## config.mk

```make
export PLATFORM = sky130hd
export DESIGN_NAME = alu_cmd_decoder
export DESIGN_NICKNAME = d
export VERILOG_FILES = /design/src/rtl/alu_cmd_decoder.sv
export SDC_FILE = /design/constraint.sdc
export NUM_CORES = 1
export LEC_CHECK = 0
export CAP_MARGIN = 15
export CORE_ASPECT_RATIO = 1.2
export CORE_MARGIN = 1
export CORE_UTILIZATION = 48
export CTS_CLUSTER_DIAMETER = 40
export DETAILED_ROUTE_END_ITERATION = 10
export PLACE_DENSITY = 0.95
export SYNTH_ARGS = -nofsm -noshare
export SYNTH_HDL_FRONTEND = slang
export SYNTH_SLANG_ARGS = --single-unit
```

## constraint.sdc

```tcl
create_clock -name clk -period 2.6 [get_ports clk]
set_input_delay 0.39 -clock clk [delete_from_list [all_inputs] [get_ports clk]]
set_output_delay 0.39 -clock clk [all_outputs]
set_load 0.01 [all_outputs]
```

## src/rtl/alu_cmd_decoder.sv

```systemverilog
// Decode stage ahead of the ALU: MIPS instruction -> ALU cmd plus execute/memory control bits,
// held in a 2-entry valid/ready FIFO with synchronous flush.
module alu_cmd_decoder #(
  parameter int INSTR_W = 32,
  parameter int CMD_W   = 4
) (
  input  logic               clk,
  input  logic               rst,
  input  logic               flush,
  input  logic               in_valid,
  output logic               in_ready,
  input  logic [INSTR_W-1:0] instr,
  output logic               out_valid,
  input  logic               out_ready,
  output logic [CMD_W-1:0]   alu_cmd,
  output logic               imm_sel,
  output logic               mem_read,
  output logic               mem_write,
  output logic               wb_en,
  output logic               branch,
  output logic               illegal,
  output logic [1:0]         count
);

  localparam logic [CMD_W-1:0] CMD_ADD = CMD_W'(4'b0000);
  localparam logic [CMD_W-1:0] CMD_SUB = CMD_W'(4'b0010);
  localparam logic [CMD_W-1:0] CMD_AND = CMD_W'(4'b0100);
  localparam logic [CMD_W-1:0] CMD_OR  = CMD_W'(4'b0101);
  localparam logic [CMD_W-1:0] CMD_NOR = CMD_W'(4'b0110);
  localparam logic [CMD_W-1:0] CMD_XOR = CMD_W'(4'b0111);
  localparam logic [CMD_W-1:0] CMD_SLL = CMD_W'(4'b1000);
  localparam logic [CMD_W-1:0] CMD_SRA = CMD_W'(4'b1001);
  localparam logic [CMD_W-1:0] CMD_SRL = CMD_W'(4'b1010);

  typedef struct packed {
    logic [CMD_W-1:0] cmd;
    logic             imm_sel;
    logic             mem_read;
    logic             mem_write;
    logic             wb_en;
    logic             branch;
    logic             illegal;
  } entry_t;

  entry_t     dec;
  entry_t     head;
  entry_t     mem [2];
  logic [1:0] wr_ptr;
  logic [1:0] rd_ptr;
  logic [5:0] op;
  logic [5:0] funct;
  logic       accept;
  logic       pop;
  logic       unused_instr;

  assign op           = instr[31:26];
  assign funct        = instr[5:0];
  assign unused_instr = ^instr[25:6];

  always_comb begin
    dec = '0;
    case (op)
      6'b000000: begin
        case (funct)
          6'b100000: dec.cmd = CMD_ADD;
          6'b100010: dec.cmd = CMD_SUB;
          6'b100100: dec.cmd = CMD_AND;
          6'b100101: dec.cmd = CMD_OR;
          6'b100111: dec.cmd = CMD_NOR;
          6'b100110: dec.cmd = CMD_XOR;
          6'b000000: dec.cmd = CMD_SLL;
          6'b000011: dec.cmd = CMD_SRA;
          6'b000010: dec.cmd = CMD_SRL;
          default:   dec.illegal = 1'b1;
        endcase
        dec.wb_en = !dec.illegal;
      end
      6'b001000: begin dec.cmd = CMD_ADD; dec.imm_sel = 1'b1; dec.wb_en = 1'b1; end
      6'b001100: begin dec.cmd = CMD_AND; dec.imm_sel = 1'b1; dec.wb_en = 1'b1; end
      6'b001101: begin dec.cmd = CMD_OR;  dec.imm_sel = 1'b1; dec.wb_en = 1'b1; end
      6'b001110: begin dec.cmd = CMD_XOR; dec.imm_sel = 1'b1; dec.wb_en = 1'b1; end
      6'b100011: begin
        dec.cmd      = CMD_ADD;
        dec.imm_sel  = 1'b1;
        dec.mem_read = 1'b1;
        dec.wb_en    = 1'b1;
      end
      6'b101011: begin dec.cmd = CMD_ADD; dec.imm_sel = 1'b1; dec.mem_write = 1'b1; end
      6'b000100,
      6'b000101: begin dec.cmd = CMD_SUB; dec.branch = 1'b1; end
      default:   dec.illegal = 1'b1;
    endcase
  end

  // Pointers carry a wrap bit, so their difference is the occupancy 0..2.
  assign count     = wr_ptr - rd_ptr;
  assign in_ready  = (count != 2'd2);
  assign out_valid = (count != 2'd0);
  assign accept    = in_valid & in_ready;
  assign pop       = out_valid & out_ready;

  always_ff @(posedge clk or negedge rst) begin
    if (!rst) begin
      wr_ptr <= '0;
      rd_ptr <= '0;
      for (int i = 0; i < 2; i++) mem[i] <= '0;
    end else if (flush) begin
      wr_ptr <= '0;
      rd_ptr <= '0;
    end else begin
      if (accept) begin
        mem[wr_ptr[0]] <= dec;
        wr_ptr         <= wr_ptr + 2'd1;
      end
      if (pop) rd_ptr <= rd_ptr + 2'd1;
    end
  end

  assign head      = out_valid ? mem[rd_ptr[0]] : '0;
  assign alu_cmd   = head.cmd;
  assign imm_sel   = head.imm_sel;
  assign mem_read  = head.mem_read;
  assign mem_write = head.mem_write;
  assign wb_en     = head.wb_en;
  assign branch    = head.branch;
  assign illegal   = head.illegal;

endmodule

```

# Yosys cells after proc, flatten, opt, wreduce, memory -nomap -nowiden
# Cells that the tools add are included.
[word_totals]
register_bits = 24
out_inout_bits = 14
wordCells = 78
[classes]
addsub = 3
n_lt_le_gt_ge = 3
eq_ne = 17
muxes = 21
bitwise = 5
n_reduce_logical = 13
[ops]
columns = ["op", "n"]
rows = [
  ["10-bit 2-to-1 mux", 5],
  ["6-bit equality test (second input constant)", 8],
  ["4-bit case mux with 8 select lines", 1],
  ["6-bit by 4-bit equality test with 1-bit output (second input constant)", 4],
  ["20-bit bitwise mux", 1],
  ["4-bit case mux with 5 select lines", 1],
  ["6-bit by 2-bit equality test with 1-bit output (second input constant)", 2],
  ["6-bit by 3-bit equality test with 1-bit output (second input constant)", 2],
  ["6-bit zero test", 2],
  ["10-bit demux with 1-bit select", 1],
  ["9-bit OR reduction", 1],
  ["2-bit 2-to-1 mux", 4],
  ["8-bit OR reduction", 1],
  ["1-bit 2-to-1 mux", 6],
  ["2-bit nonzero test", 3],
  ["6-bit OR reduction", 1],
  ["5-bit OR reduction", 1],
  ["2-bit by 1-bit adder with 2-bit output (second input constant)", 2],
  ["2-bit >= comparator (second input constant)", 2],
  ["1-bit inverter with 2-bit output", 2],
  ["1-bit case mux with 2 select lines", 2],
  ["1-bit AND", 2],
  ["2-bit by 1-bit less-than comparator with 1-bit output (second input constant)", 1],
  ["2-bit != test (second input constant)", 1],
  ["6 further kinds", 6],
]

# Longest topological paths before layout
[depth]
depth_word = 7
depth_mapped = 9
ltp_nobuf = 9

# Worst setup path before layout
# OpenSTA, ideal clock, no wires.
[synth_timing]
path_kind = "register -> output"
from = "reg wr_ptr[0]"
to = "out alu_cmd[0]"
t_arrival_ps = 1453
slack_ps = 757
stages_incl_launch_ff = 8
n_path_buf = 1
path_cell_list = "dfrtp_1 -> inv_1 -> ha_1 -> xnor3_1 -> inv_1 -> nor2_1 -> clkbuf_1 -> nor2_1"
[synth_via]
elab_chain_len = 3
[synth_lines]
columns = ["element", "line_no", "text"]
rows = [
  ["start, declared", "48", "logic [1:0] wr_ptr;"],
  ["start signal, assigned", "113", "wr_ptr <= wr_ptr + 2'd1;"],
  ["2-bit subtractor", "96", "assign count = wr_ptr - rd_ptr;"],
  ["via count[1]", "22", "output logic [1:0] count"],
  ["2-bit nonzero test", "98", "assign out_valid = (count != 2'd0);"],
  ["10-bit 2-to-1 mux", "119", "assign head = out_valid ? mem[rd_ptr[0]] : '0;"],
  ["end, declared", "15", "output logic [CMD_W-1:0] alu_cmd,"],
]
# The timed path passes the listed nets, and every way through them passes these cells.

# Final worst setup path
[layout_timing]
from = "reg wr_ptr[0]"
to = "out imm_sel"
[layout_via]
elab_chain_len = 3
[layout_lines]
columns = ["element", "line_no", "text"]
rows = [
  ["2-bit subtractor", "96", ""],
  ["2-bit nonzero test", "98", ""],
  ["10-bit 2-to-1 mux", "119", ""],
  ["end, declared", "16", "output logic imm_sel,"],
]
# No other way between the ends.

==> metrics.yaml <==
wl_microns: 3260
cp-start-kind: "flip-flop"
setup_viol: 0
crit_path_end_kind: "output port"
coreArea_sq_mm: 0.00281
grt_max_degree: 25
synth-seq-area-share_pct: 41.9
fin_ws_ns: 0.0875
grt_overflow: 0
dp_cells: 208
fmax_mhz: 398
cts-buffers-inserted: 3
wire_per_inst_microns: 15.2
hold_viol_final: 0
place_hpwl_microns: 2270
grt_pass1_wl_microns: 4840
r2r_start: "wr_ptr[0]$_DFFE_PN0P_"
drt-vias-per-instance: 5.64
reg2reg_depth: 7
vias: 1207
synth_top_area_share_pct: 41.9
syn_to_final_growth_pct: 27.8
ios: 51
maxSlewHeadroom_pct: 71.8
fin_skew_ns: 0.0103
pre_cts_ws_ns: 0.0280
synth_top_area_cell: "dfrtp_1"
port_buffers: 30
firstDrtPassIters: 6
yosysUniqueCellTypes: 41
ctsHoldBuffers: 0
status: "finished clean"
slew_violations: 0
cts_root_buffer: "clkbuf_4"
peakVddDrop_mv: 0.662
yosysWarnings: 0
initial_utilization_pct: 51.0
grt_antenna_before_repair: 0
syn-cell-area_sq_mm: 0.00143
synth_edf_count: 0
post_dp_cell_area_sq_mm: 0.00174
fin_area_sq_mm: 0.00183
syn-num-nets: 186
synth.area.top_cells: "dfrtp_1 (42%), mux2i_1 (8.4%), nand2_1 (5.8%)"
drc: 0
cap_viol_max_count: 0
fin_crit_sh_pct: 96.6
final_cell_mix: "dfrtp_1 (24), clkdlybuf4s50_1 (23), nand2_1 (22), nor2_1 (18), mux2i_1 (12)"
fin_setup_tns_ns: 0
die_h_microns: 61.9
syn_inst: 148
clk_pin_slew_ns: 0.14
row_count: 21
layout_commonest_cell: "dfrtp_1"
min_period_ns: 2.51
place_congestion: 0.838
async_flop_share_pct: 100
postRouteAntennaNets: 0
crit_fanout: 5
nets: 219
cts_tree: "built"
p_per_area_mw_per_mm2: 855
required_ns: 2.21
worstSetupPathType: "flip-flop to output port"
cts_sinks: 24
power.leakage_nw: 0.924
max_slew.worst_pin.slew_ns: 0.418
grt_pass1_vias: 1090
htree_levels: 1
drive_above_1_share_pct: 12.2
synth_ff_type: "dfrtp_1"
clk_latency_ns: 0.33
r2r_end: "mem[2]$_DFFE_PN0P_"
hold_path.class: "primary input to async pin"
ys_ff_latch: 24
num_antenna_cells: 0
fp.dieW_microns: 51.9
rrSetupSlack_ns: 0.63
drtIter0Drc: 29
cp.arrival_ns: 2.12
avgSynthCellArea_sq_um: 9.69
die_area_sq_mm: 0.00321
gr-usage-all-layers_pct: 21.2
cts.path.max_buffers: 2
stdcell_count: 214
[layout make-up]
cell class                      instances  area, sq um
Sequential cell                        24          601
Fill cell                             209          978
Inverter                                7         26.3
Tap cell                               34         42.5
Clock buffer                            3         22.5
Clock inverter                          1         30.0
Multi-Input combinational cell        111          763
Timing Repair Buffer                   34          348
[how the worst max path moves through the flow]
stage	start	end	slack [ns]
floorplan	wr_ptr[0]$_DFFE_PN0P_	alu_cmd[0]	0.76
global placement	wr_ptr[0]$_DFFE_PN0P_	out_valid	0.11
detailed placement	wr_ptr[0]$_DFFE_PN0P_	out_valid	0.03
CTS	wr_ptr[0]$_DFFE_PN0P_	wb_en	0.01
global route	wr_ptr[0]$_DFFE_PN0P_	imm_sel	-0.003
finish	wr_ptr[0]$_DFFE_PN0P_	imm_sel	0.09
[sequential cells by signal (all words and copies together), names as in the netlist]
register and count:
mem 20, rd_ptr 2, wr_ptr 2
[layer usage]
layer | vias to the layer above | GRT usage, % | share of wire (%) | routed length, microns
li1 | 576 | - | - | -
met1 | 578 | 23.5 | 39 | 1260
met2 | 45 | 39.0 | 54 | 1770
met3 | 8 | 1.70 | 3.9 | 127
met4 | 0 | 13.5 | 3.0 | 97
met5 | - | 0 | 0 | 0
[power breakdown]
group          switching, W  leakage [nW]  total (W)  internal, W
Combinational      0.000433         0.570   0.000796     0.000363
Sequential        0.0000457         0.326   0.000497     0.000451
Clock              0.000119        0.0279   0.000275     0.000156
[synth_stat cells, types with 2 or more instances]
master,instances
dfrtp_1,24
mux2_1,3
a31oi_1,2
o21ai_1,10
xor2_1,4
mux2i_1,12
inv_1,7
o21ai_0,6
nor2_1,19
buf_6,4
nand2_1,22
nor3b_1,2
o21ai_2,2
nand3_1,4
[critical path: stages, from the launching register on]
cell and delay [ns]:
dfrtp_1 0.38, inv_1 0.08, ha_1 0.20, xnor3_1 0.25, inv_2 0.08, nor2_2 0.24, nor2_1 0.09, clkdlybuf4s50_1 0.48
[cells by family after synthesis]
group / after synthesis / synth area share [%]
simple gates: 60 / 23.3
compound gates: 27 / 11.6
flops: 24 / 41.9
mux: 16 / 11.8
buf+inv: 14 / 5.85
xor+xnor: 5 / 4.01
fa+ha+maj: 2 / 1.57
[timing repair]
action	4_1_cts	5_1_grt
gates cloned	0	1
endpoints found under the setup margin	11	11
gates resized for setup	2	8
buffers inserted	0	1
[per-stage QoR]
| stage | utilization (%) | total power (W) | hold WS, ns |
|---|---|---|---|
| floorplan | - | 0.000962 | 0.0944 |
| global placement | 61.9 | 0.00119 | 0.461 |
| detailed placement | 61.9 | 0.00123 | 0.473 |
| CTS | 64.1 | 0.00152 | 0.414 |
| global route | 65.2 | 0.00165 | 0.432 |
| finish | 65.2 | 0.00157 | 0.398 |
Note: power is estimated with default switching activity, not from simulation.
